**src/rtl/muxn_pipe.sv**
```systemverilog
// N-input WIDTH-bit selector with a registered output and a 2-entry skid buffer.
// in_ready and out_valid come straight from state flops, so no ready path runs through the block.
module muxn_pipe #(
  parameter int WIDTH = 32,
  parameter int N     = 4,
  parameter int SELW  = $clog2(N)
) (
  input  logic               clk,
  input  logic               reset,
  input  logic [N*WIDTH-1:0] d,
  input  logic [SELW-1:0]    select,
  input  logic               in_valid,
  output logic               in_ready,
  input  logic               flush,
  output logic [WIDTH-1:0]   y,
  output logic               sel_err,
  output logic               out_valid,
  input  logic               out_ready,
  output logic [1:0]         count
);

  // State encoding doubles as the occupancy count.
  localparam logic [1:0] ST_EMPTY = 2'd0;
  localparam logic [1:0] ST_FULL  = 2'd1;
  localparam logic [1:0] ST_SKID  = 2'd2;

  logic [1:0]       state;
  logic [WIDTH-1:0] skid_d;
  logic             skid_err;
  logic [WIDTH-1:0] cap_data;
  logic             cap_err;
  logic             sel_ok;
  logic             acc;
  logic             drn;

  assign count     = state;
  assign out_valid = (state != ST_EMPTY);
  assign in_ready  = (state != ST_SKID);
  assign acc       = in_valid & in_ready;
  assign drn       = out_valid & out_ready;

  assign sel_ok  = ({{(32-SELW){1'b0}}, select} < 32'(N));
  assign cap_err = ~sel_ok;

  // Explicit compare per input keeps out-of-range selects at zero for non-power-of-two N.
  always_comb begin
    cap_data = '0;
    for (int i = 0; i < N; i++) begin
      if (select == SELW'(i)) cap_data = d[i*WIDTH +: WIDTH];
    end
  end

  always_ff @(posedge clk) begin
    if (reset || flush) begin
      state    <= ST_EMPTY;
      y        <= '0;
      sel_err  <= 1'b0;
      skid_d   <= '0;
      skid_err <= 1'b0;
    end else begin
      case (state)
        ST_EMPTY: begin
          if (acc) begin
            state   <= ST_FULL;
            y       <= cap_data;
            sel_err <= cap_err;
          end
        end
        ST_FULL: begin
          if (acc && drn) begin
            y       <= cap_data;
            sel_err <= cap_err;
          end else if (acc) begin
            state    <= ST_SKID;
            skid_d   <= cap_data;
            skid_err <= cap_err;
          end else if (drn) begin
            state <= ST_EMPTY;
          end
        end
        ST_SKID: begin
          if (drn) begin
            state   <= ST_FULL;
            y       <= skid_d;
            sel_err <= skid_err;
          end
        end
        default: state <= ST_EMPTY;
      endcase
    end
  end

endmodule

```
**config.mk**
```make
export PLATFORM = sky130hd
export DESIGN_NAME = muxn_pipe
export DESIGN_NICKNAME = d
export VERILOG_FILES = /design/src/rtl/muxn_pipe.sv
export SDC_FILE = /design/constraint.sdc
export NUM_CORES = 1
export LEC_CHECK = 0
export CAP_MARGIN = 10
export CORE_ASPECT_RATIO = 1.2
export CORE_UTILIZATION = 38
export DETAILED_ROUTE_END_ITERATION = 7
export PLACE_DENSITY = 0.74
export SKIP_CTS_REPAIR_TIMING = 1
export SYNTH_ARGS = -nofsm -noshare
export SYNTH_HDL_FRONTEND = slang
export SYNTH_SLANG_ARGS = --single-unit
```
**constraint.sdc**
```tcl
create_clock -name clk -period 1.55 [get_ports clk]
set_input_delay 0.3875 -clock clk [delete_from_list [all_inputs] [get_ports clk]]
set_output_delay 0.3875 -clock clk [all_outputs]
set_load 0.01 [all_outputs]
```
==> results.txt, run 1 <==
The height of the die is 112 um. The multi-input combinational cell area is 2340 um^2. The detailed-routing wirelength on met1 is 4470 um.

The core region is 9610 um^2. The row count is 39. The residual antenna-violating net count after detailed routing came out at 0. Dividing total power by cell area gives a power density of 832 nW/um^2. The fraction of power spent switching nets is 0.235.

The netlist area before placement is 3800 um^2. The flow ran to the end, and the final reports show no timing, DRC or antenna violations. The diode insertion count for antenna repair is 0. The peak ir drop on the vdd network came out at 0.585 mV. The number of cells on the worst hold path came out at 3. The area growth from synthesis to layout is 66.1%. The count of yosys warnings during synthesis came out at 0. The worst setup path is of the in -> reg kind. The detail-routed net length per standard cell came out at 18.3 um. The share of async-settable or async-resettable flops after synthesis came out at 0. The number of antenna violations at the first check in global routing came out at 0. The boundary pin count is 172. The number of vias in the routed layout is 3510.

The analysis attributes to cell leakage a power of 2.92 nW. After synthesis, the netlist uses 27 different library cells. Of the total power, combinational logic draws 0.223. In this run, synthesis inferred 0 flip-flops with an integrated enable. After detailed routing, no signal wire sits above met4. The weighted congestion reported at the end of routability-driven placement came out at 0.734. The power spent charging and discharging nets is 1.23 mW.

For the final database, setup skew stands at 0.00510 ns. Summed over all nets, wire length on met3 after detailed routing comes to 668 um. Of the total power, registers draw 0.341.

The post-synthesis share of cell area spent on and, or, nand and nor gates came out at 0.0822. By area, the combinational part of the netlist is dominated by multiplexers. The number of hold violations in the final report is 0. At the end of the flow the core is filled with cells to 0.657. In this run the worst path has a maximum fanout of 4. The compound-gate portion of the synthesized area is 0.217.

The routed design has 11800 um of wire. In the final layout, the share of cells above drive strength 1 is 0.259. The count of buffers added on input and output ports is 170.

Measured against the total synthesized area, the mux share comes to 0.280. The average instance in the mapped netlist occupies 11.0 um^2. The clock root buffer is sky130_fd_sc_hd__clkbuf_16. From left edge to right edge, the die measures 93.3 um. The smallest hold slack came out at 0.433 ns.

In the final design database the tool counted 652 nets. The proportion of power drawn by the clock network is 0.436. The detail-routed via count per cell is 5.44. Yosys attributes the largest share of cell area to sky130_fd_sc_hd__dfxtp_1 35%, sky130_fd_sc_hd__mux4_2 18%, sky130_fd_sc_hd__a211oi_2 9.9%. The depth of the worst register-to-register path came out at 4. The synthesized design spends more area on one cell type than any other, namely sky130_fd_sc_hd__dfxtp_1.

The critical path data required time came out at 1.81 ns. The internal power consumption is 4.02 mW. In the global route stage, overall resource usage came out at 0.217. The effective utilization at floorplan is 0.396. The number of remaining DRC errors came out at 0. The first-pass GRT wire length came out at 17700 um. The detailed router finished its first iteration with 142 violations. The sort of element at the start of the critical path is an input pin. The total chip power is 5.26 mW. Setup repair after global routing could not meet its margin everywhere. The dominant register cell in the synthesized netlist is sky130_fd_sc_hd__dfxtp_1. Setup violations remaining at the end of the flow were counted as 0.

TritonCTS built the clock tree. The maximum clock path buffer count is 2. The share of the cycle needed by the critical path after routing is 0.999. The remaining global-route overflow came out at 0. The standard cell area after detailed placement is 5710 um^2. The synthesized-area fraction occupied by xor and xnor cells is 0.

The detailed-routing iteration count for the pre-antenna-repair pass came out at 4. The clock drives 66 sinks. After legalization and detailed placement, the total HPWL measured 7970 um. The arrival time at the worst endpoint is 1.80 ns.

The number of levels the H-tree was split into is 3. The gate count after technology mapping is 347. Clock tree synthesis inserted a total of 9 buffers. The share of synthesized area in the top cell type comes to 0.347. The via count of the first global-routing pass came out at 3568. The number of max-slew violations in the final report is 0.

The sum of negative setup slack came out at 0 ns. The area of all placed cells without fillers is 6320 um^2. The worst path needs 1.55 ns of the cycle, external delays included. The number of filler instances in the final layout came out at 747. Across the run, the number of max-cap violations was 0. Timing would allow up to 646 MHz.

The worst setup path is captured at a flop. Counting flops and latches in the post-synthesis netlist gives 66. Counting every net in the synthesized netlist gives 482. The area of the die is 10400 um^2. The register cell area after layout came out at 1320 um^2. The kind of path behind the tightest hold check is in -> reg. For the worst-skew pair, the clock arrives at the later sink with an insertion delay of 0.33 ns. The clock edge transition at the registers on the reported setup and hold paths came out at 0.05 ns. The share of synthesized area occupied by flip-flops and latches is 0.347. The maximum number of pins on one net before global-route repair came out at 35.

The total met2 wirelength after detailed routing came out at 6490 um. The adder-cell area share of the yosys netlist came out at 0.
## power groups by stage
stage | Combinational [mW] | Clock (mW) | Sequential [mW]
5_1_grt | 1.25 | 2.38 | 1.80
2_1_floorplan | 0.538 | 0 | 1.84
4_1_cts | 1.14 | 2.29 | 1.79
6_report | 1.17 | 2.29 | 1.79
3_5_place_dp | 1.13 | 0 | 1.83
3_3_place_gp | 1.11 | 0 | 1.83
## registers in the layout (all words and copies together), names as in the netlist
name and cells:
skid_d 32, y 32, count 2
## cell type report
type                            instances  share of cell area
Tap cell                              123              0.0244
Timing Repair Buffer                  198               0.342
Clock buffer                           10              0.0362
Multi-Input combinational cell        241               0.370
Sequential cell                        66               0.209
Inverter                                1             0.00119
Clock inverter                          6              0.0166
## synth_stat cells, drive strengths merged (2+ instances only)
cell type,count
mux4,32
buf,27
a21o,2
mux2i,32
or2,2
dfxtp,66
nand2,66
clkbuf,13
a211oi,65
a21oi,33
## worst paths after layout
kind / startpoint / slack (ns) / end
worst max-delay path: in_valid / 0.002 / count[0]
worst min-delay path: out_ready / 0.43 / count[1]
worst max register to register: count[1] / 0.11 / y[1]
worst min register to register: skid_d[0] / 0.45 / skid_d[0]
## metal layers
layer / GRT usage / up-vias
met1: 0.240 / 1707
met4: 0.0708 / 0
li1: - / 1665
met2: 0.407 / 125
met5: 0 / -
met3: 0.0423 / 13
## logic make-up after synthesis
logic type / count (synthesis)
and+or+nand+nor: 74
AOI/OAI and AO/OA: 100
DFF: 66
other: 1
buffers and inverters: 41
muxes: 65
## worst max-delay path, cell delays in order
cell                              delay [ns]
sky130_fd_sc_hd__clkdlybuf4s50_1        0.44
sky130_fd_sc_hd__buf_4                  0.17
sky130_fd_sc_hd__or3b_2                 0.47
sky130_fd_sc_hd__a21o_1                 0.19
sky130_fd_sc_hd__a21oi_1                0.14
## layout by cell type (no fill, tap or decap), drive strengths merged, types with 2 or more instances in the layout
master,synthesis,layout
clkdlybuf4s50,0,131
nand2,66,66
dfxtp,66,66
a211oi,65,65
dlymetal6s2s,0,37
a21oi,33,33
mux2i,32,32
mux4,32,32
buf,27,28
clkbuf,13,12
bufinv,0,3
clkinv,1,3
a21o,2,3
or2,2,2
## through the flow
step / cells / setup slack, ns
CTS: 641 / -0.300
floorplan: 347 / 0.0106
global placement: 625 / -0.332
detailed placement: 625 / -0.383
finish: 645 / 0.00213
global route: 645 / -0.0257
Note: power is estimated with default switching activity, not from simulation.
==> run 2, diff against run 1 <==
--- a/config.mk
+++ b/config.mk
@@ -5,11 +5,11 @@
 export SDC_FILE = /design/constraint.sdc
 export NUM_CORES = 1
 export LEC_CHECK = 0
-export CAP_MARGIN = 10
 export CORE_ASPECT_RATIO = 1.2
 export CORE_UTILIZATION = 38
 export DETAILED_ROUTE_END_ITERATION = 7
-export PLACE_DENSITY = 0.74
+export GPL_TIMING_DRIVEN = 0
+export PLACE_DENSITY = 0.71
 export SKIP_CTS_REPAIR_TIMING = 1
 export SYNTH_ARGS = -nofsm -noshare
 export SYNTH_HDL_FRONTEND = slang
==> constraint.sdc (replaced) <==
create_clock -name clk -period 1.6 [get_ports clk]
set_input_delay 0.4 -clock clk [delete_from_list [all_inputs] [get_ports clk]]
set_output_delay 0.4 -clock clk [all_outputs]
set_load 0.01 [all_outputs]
==> run 2 against run 1 <==
Effect of this change: the run now ends with negative setup slack left; sequential power is 3% lower; worst hold slack worse by 0.062 ns; non-clock buffer count is 10 higher; sequential share of layout area is 0.82 points higher; via count is 2.4% lower; register-to-register slack hardly changed.
==> results.txt, run 2 (same netlist as run 1, synthesis figures left out) <==
The run finished, with violations left. The checks that failed: negative setup slack. In the layout the commonest cells are 130 x sky130_fd_sc_hd__clkdlybuf4s50_1, 66 x sky130_fd_sc_hd__nand2_1, 64 x sky130_fd_sc_hd__dfxtp_1, 38 x sky130_fd_sc_hd__dlymetal6s2s_1, 35 x sky130_fd_sc_hd__a211oi_1. The area of the die is 10400 um^2 (unchanged). The number of antenna violations at the first check in global routing came out at 0 (unchanged). The peak ir drop on the vdd network was 0.475 mV (-19%). The number of levels the H-tree was split into was 3 (unchanged).

The max-slew headroom at the worst pin is 0.489. Among all stages on the critical path, the largest delay is contributed by sky130_fd_sc_hd__dfxtp_4. The diode insertion count for antenna repair is 0 (unchanged). The weighted congestion reported at the end of routability-driven placement was 0.736 (+0.20%). The maximum clock path buffer count was 2 (unchanged).

The critical path is of the reg -> out type. The kind of cell adding the most delay to the critical path is buffers and inverters. The number of hold violations in the final report came out at 0 (unchanged).

The fraction of final layout cells with drive strength greater than 1 is 0.224 (-0.0345). The clock edge transition at the registers on the reported setup and hold paths is 0.05 ns (about the same). The power density of the placed cells was 801 nW/um^2 (-3.7%). The placeable core region is 9610 um^2 (unchanged). STA classifies the critical path startpoint as a flop. The total of max-cap violations is 0 (unchanged). The fmax came out at 596 MHz. The critical path buffer and inverter count came to 3 (+1). The effective utilization at floorplan came to 0.396 (unchanged). The die span in x came out at 93.3 um (unchanged). The minimum period implied by the final worst setup slack is 1.68 ns. The detail-routed net length per standard cell came out at 16.3 um (-11%). Dividing the final minimum period by the clock period gives 1.05.

The detail-routed via count per cell came out at 5.24 (-3.7%). The number of nets in the finished design is 661 (+1.4%). The area of all placed cells without fillers is 6110 um^2 (-3.3%). Setup repair after global routing could not meet its margin everywhere. STA classifies the critical path endpoint as a primary output. The number of sinks driven by the clock tree came out at 66 (unchanged). The number of max-slew violations in the final report came out at 0 (unchanged). The first-pass GRT wire length is 17500 um (-0.97%). The boundary pin count came to 172 (unchanged).

The smallest hold slack is 0.371 ns (-0.0624 ns). The least setup slack across all paths after layout came to -0.0778 ns (-0.0799 ns). The sum of negative setup slack came out at -0.0778 ns (-0.0778 ns). The number of remaining DRC errors is 0 (unchanged). The overall fraction of global-route tracks in use is 0.213 (-0.00403). The detailed router's first-iteration violation count came to 67 (-53%). The number of filler instances in the final layout was 782 (+4.7%). The leakage power figure came to 2.88 nW (-1.5%).

The count of endpoints failing setup in the final report came out at 1 (+1). The residual antenna-violating net count after detailed routing came out at 0 (unchanged). The via count of the first global-routing pass is 3656 (+2.5%). The clock network latency to the later pin of the worst-skew pair came out at 0.33 ns (about the same). The library cell used most frequently in the layout, excluding fill and tap cells, is sky130_fd_sc_hd__clkdlybuf4s50_1. The kind of path behind the tightest hold check is in -> reg.

The remaining global-route overflow is 0 (unchanged). The height of the die is 112 um (unchanged). The total of buffers placed on input and output ports came out at 169 (-0.59%).

The worst clock skew came out at 0.00417 ns (-0.000930 ns). The row count was 39 (unchanged). The longest individual stage delay on the worst path is 0.37 ns (-0.10 ns). The maximum fanout along the worst path is 10 (+6).

The total clock buffers created by CTS was 9 (unchanged). The CTS tree is built. The setup slack at placement came out at -0.696 ns (-0.313 ns).

Walking the worst path, the cells encountered are nand2b_1, buf_6, buf_12, buf_2. The total chip power was 4.89 mW (-6.9%). The synthesis-to-finish area growth is 60.6%.

For the pin with the worst max-slew slack, the measured transition is 0.766 ns. The standard cell area after detailed placement came out at 5650 um^2 (-1.1%). The tree is rooted in a sky130_fd_sc_hd__clkbuf_16. The number of vias in the routed layout came out at 3426 (-2.4%). The arrival time at the worst endpoint is 1.28 ns (-0.52 ns). The detailed-routing iteration count for the pre-antenna-repair pass came out at 4 (unchanged). The maximum number of pins on one net before global-route repair came out at 12 (-66%). The overall routed net length is 10700 um (-9.6%). The critical path data required time came to 1.20 ns (-0.61 ns). The half-perimeter wire length after placement came out at 8190 um (+2.7%).
## run 2: cell count changes in the layout (fill, tap and decap cells not counted), moves of 4 or more
| cell | before | now |
|---|---|---|
| sky130_fd_sc_hd__a211oi_1 | 17 | 35 |
| sky130_fd_sc_hd__clkbuf_2 | 0 | 6 |
| sky130_fd_sc_hd__buf_6 | 2 | 6 |
| sky130_fd_sc_hd__a211oi_2 | 48 | 30 |
| sky130_fd_sc_hd__buf_12 | 10 | 4 |
| sky130_fd_sc_hd__buf_2 | 2 | 12 |
| sky130_fd_sc_hd__buf_4 | 14 | 5 |
## run 2: per-stage QoR
stage          utilization  instances
6_report             0.635        654
5_1_grt              0.635        654
4_1_cts              0.621        655
3_5_place_dp         0.588        639
3_3_place_gp         0.588        639
2_1_floorplan            -        347
## run 2: cell type report
cell class | instances | area, um^2 | share of cell area
Buffer | 39 | 308 | 0.0504
Clock buffer | 11 | 243 | 0.0397
Timing Repair Buffer | 169 | 1780 | 0.292
Clock inverter | 5 | 77.6 | 0.0127
Tap cell | 123 | 154 | 0.0252
Inverter | 1 | 3.75 | 0.000615
Sequential cell | 66 | 1330 | 0.218
Multi-Input combinational cell | 240 | 2210 | 0.362
## run 2: worst paths after layout
check	slack (ns)	start	to	cells past startpoint
hold reg to reg	0.45	skid_d[8]	skid_d[8]	2
setup reg to reg	0.10	count[1]	y[25]	4
hold / removal	0.37	out_ready	count[1]	2
setup / recovery	-0.08	count[0]	in_ready	4
## run 2: power breakdown
part           total [mW]  internal, mW  switching (mW)
Clock                2.11          1.40           0.705
Sequential           1.73          1.70          0.0334
Combinational        1.06         0.647           0.411
Total                4.89          3.74            1.15
## run 2: metal layers
metal	global-route usage	wire length [um]
met1	0.248	4310
met2	0.396	5730
met3	0.0355	517
met4	0.0554	105
met5	0	0
==> run 3, diff against run 2 <==
--- a/config.mk
+++ b/config.mk
@@ -10,6 +10,7 @@
 export DETAILED_ROUTE_END_ITERATION = 7
 export GPL_TIMING_DRIVEN = 0
 export PLACE_DENSITY = 0.71
+export RECOVER_POWER = 50
 export SKIP_CTS_REPAIR_TIMING = 1
 export SYNTH_ARGS = -nofsm -noshare
 export SYNTH_HDL_FRONTEND = slang
==> run 3 against run 2 <==
Effect of this change: the flow still finishes with violations (negative setup slack); critical path depth did not move; first-iteration DRC count fell by 18%; die area unchanged; sequential power barely moved; critical endpoint unchanged; largest cell class unchanged.
==> results.txt, run 3 (same netlist as run 1, synthesis figures left out) <==
Walking the worst path, the cells encountered are nand2b_1, buf_6, buf_12, buf_2. The endpoint identified for the worst register-to-register timing path is y[6]. The longest individual stage delay on the worst path is 0.37 ns (about the same). Tracing the worst setup path back leads to its startpoint at count[0]. The overall fraction of global-route tracks in use came out at 0.213 (unchanged).

The height of the die came out at 112 um (unchanged). The diode insertion count for antenna repair came out at 0 (unchanged). The logic depth of the worst path, buffers included came to 4 (unchanged). Setup repair after global routing could not meet its margin everywhere.

The share of the cycle needed by the critical path after routing is 1.05 (about the same). The effective utilization at floorplan came out at 0.396 (unchanged). The count of endpoints failing setup in the final report came out at 1 (unchanged). The arrival time at the worst endpoint is 1.28 ns (about the same). The top cell types in the final layout, fill and taps aside, are 130 x sky130_fd_sc_hd__clkdlybuf4s50_1, 66 x sky130_fd_sc_hd__nand2_1, 64 x sky130_fd_sc_hd__dfxtp_1, 35 x sky130_fd_sc_hd__a211oi_1, 33 x sky130_fd_sc_hd__a21oi_1. The maximum fanout along the worst path came to 10 (unchanged). The half-perimeter wire length after placement came out at 8190 um (unchanged).

The kind of cell adding the most delay to the critical path is buffers and inverters. The area of the die is 10400 um^2 (unchanged). The min-delay analysis places its worst path in the category in -> reg. The depth of the worst register-to-register path was 4 (unchanged).

The weighted congestion reported at the end of routability-driven placement came to 0.736 (unchanged). The register-to-register setup slack came out at 0.10 ns (about the same). The remaining global-route overflow is 0 (unchanged). The final reports fail on negative setup slack. The via count of the first global-routing pass came out at 3656 (unchanged). The maximum number of pins on one net before global-route repair came to 12 (unchanged). The number of filler instances in the final layout is 803 (+2.7%). The total chip power came out at 4.88 mW (-0.23%). Following the worst setup path forward leads to its endpoint at in_ready. The number of levels the H-tree was split into came out at 3 (unchanged).

The number of max-slew violations in the final report came out at 0 (unchanged). The maximum clock path buffer count came out at 2 (unchanged). The worst-margin pin slew came out at 0.777 ns (+0.0113 ns). In this run the critical register-to-register path is launched from count[1]. The cell type of the slowest stage on the worst timing path is sky130_fd_sc_hd__dfxtp_4. The total clock buffers created by CTS is 9 (unchanged). The synthesis-to-finish area growth came out at 57.8%. The worst setup path is launched from a flop.

The die span in x is 93.3 um (unchanged). The fmax is 596 MHz (about the same). The clock edge transition at the registers on the reported setup and hold paths is 0.05 ns (about the same). The number of antenna violations at the first check in global routing came out at 0 (unchanged). The detailed router's first-iteration violation count came out at 55 (-18%). TritonCTS built the clock tree. The residual antenna-violating net count after detailed routing came to 0 (unchanged). The placeable core region came to 9610 um^2 (unchanged).

The clock network latency to the later pin of the worst-skew pair came out at 0.33 ns (about the same). The number of sinks driven by the clock tree came out at 66 (unchanged). The detail-routed net length per standard cell came out at 16.2 um (-0.48%). CTS placed an instance of sky130_fd_sc_hd__clkbuf_16 at the clock tree root. The worst setup path is captured at a primary output.

The total of buffers placed on input and output ports is 169 (unchanged). The peak ir drop on the vdd network is 0.474 mV (-0.30%). The number of vias in the routed layout is 3426 (unchanged).

The minimum period implied by the final worst setup slack is 1.68 ns (+0.00111 ns). The critical path buffer and inverter count came to 3 (unchanged). The critical path data required time came out at 1.20 ns (about the same). The number of remaining DRC errors came out at 0 (unchanged).

The number of nets in the finished design came to 661 (unchanged). The number of hold violations in the final report came out at 0 (unchanged). The power density of the placed cells is 814 nW/um^2 (+1.5%). The overall routed net length came out at 10600 um (-0.48%). The detail-routed via count per cell came out at 5.24 (unchanged). The type of the worst setup path is reg -> out. The fraction of final layout cells with drive strength greater than 1 is 0.224 (unchanged). The row count came to 39 (unchanged). The detailed-routing iteration count for the pre-antenna-repair pass is 5 (+1).

The boundary pin count was 172 (unchanged). The worst clock skew is 0.00461 ns (+0.000445 ns). The total of max-cap violations is 0 (unchanged). The flow ran to the end, but the final reports show violations.

Leaving out fill and tap cells, the most frequent cell in the layout is sky130_fd_sc_hd__clkdlybuf4s50_1. The max-slew headroom at the worst pin is 0.482 (-0.00750). The final core area utilization is 0.624 (-0.0111). The least setup slack across all paths after layout came out at -0.0789 ns (-0.00111 ns). In this run the most critical hold path is launched from out_ready. The leakage power figure came out at 2.35 nW (-18%). The first-pass GRT wire length came out at 17500 um (unchanged).
==> run 3: changes by cell type in the layout (fill, tap and decap cells not counted), sizes merged <==
cell and change:
clkdlybuf4s25 +25, clkbuf +5, dlymetal6s2s -30
==> run 3: routing by layer <==
metal  track usage  vias to the layer above  wire (um)
li1              -                     1677          -
met1         0.248                     1627       4260
met2         0.396                      114       5730
met3        0.0355                        8        514
met4        0.0554                        0        105
met5             0                        -          0
==> run 3: power by group <==
group	switching, mW	total, mW	internal [mW]
logic	0.410	1.05	0.637
registers	0.0352	1.73	1.70
clock network	0.703	2.10	1.40
==> run 3: how the worst min path moves through the flow <==
stage	to	slack, ns	cells after the start
6_report	count[1]	0.37	2
5_1_grt	count[1]	0.41	2
4_1_cts	skid_d[20]	0.45	2
3_5_place_dp	skid_d[20]	0.45	2
3_3_place_gp	skid_d[4]	0.44	2
2_1_floorplan	skid_d[0]	0.44	2
==> run 3: stage by stage <==
step	instance area (um^2)	setup TNS, ns	setup WS [ns]	std cells	hold slack (ns)
3_5_place_dp	5650	-33.40	-0.696	639	0.446
3_3_place_gp	5650	-31.22	-0.650	639	0.441
5_1_grt	6000	-0.0970	-0.0970	654	0.411
2_1_floorplan	3800	0	0.0481	347	0.436
4_1_cts	5970	-13.32	-0.703	655	0.453
6_report	6000	-0.0789	-0.0789	654	0.371
==> run 3: final cells by class <==
type,instances,area [um^2],share of cell area
Inverter,1,3.75,0.000626
Multi-Input combinational cell,240,2210,0.368
Tap cell,123,154,0.0256
Clock inverter,5,77.6,0.0129
Buffer,39,308,0.0513
Timing Repair Buffer,169,1680,0.279
Clock buffer,11,243,0.0405
Sequential cell,66,1330,0.221
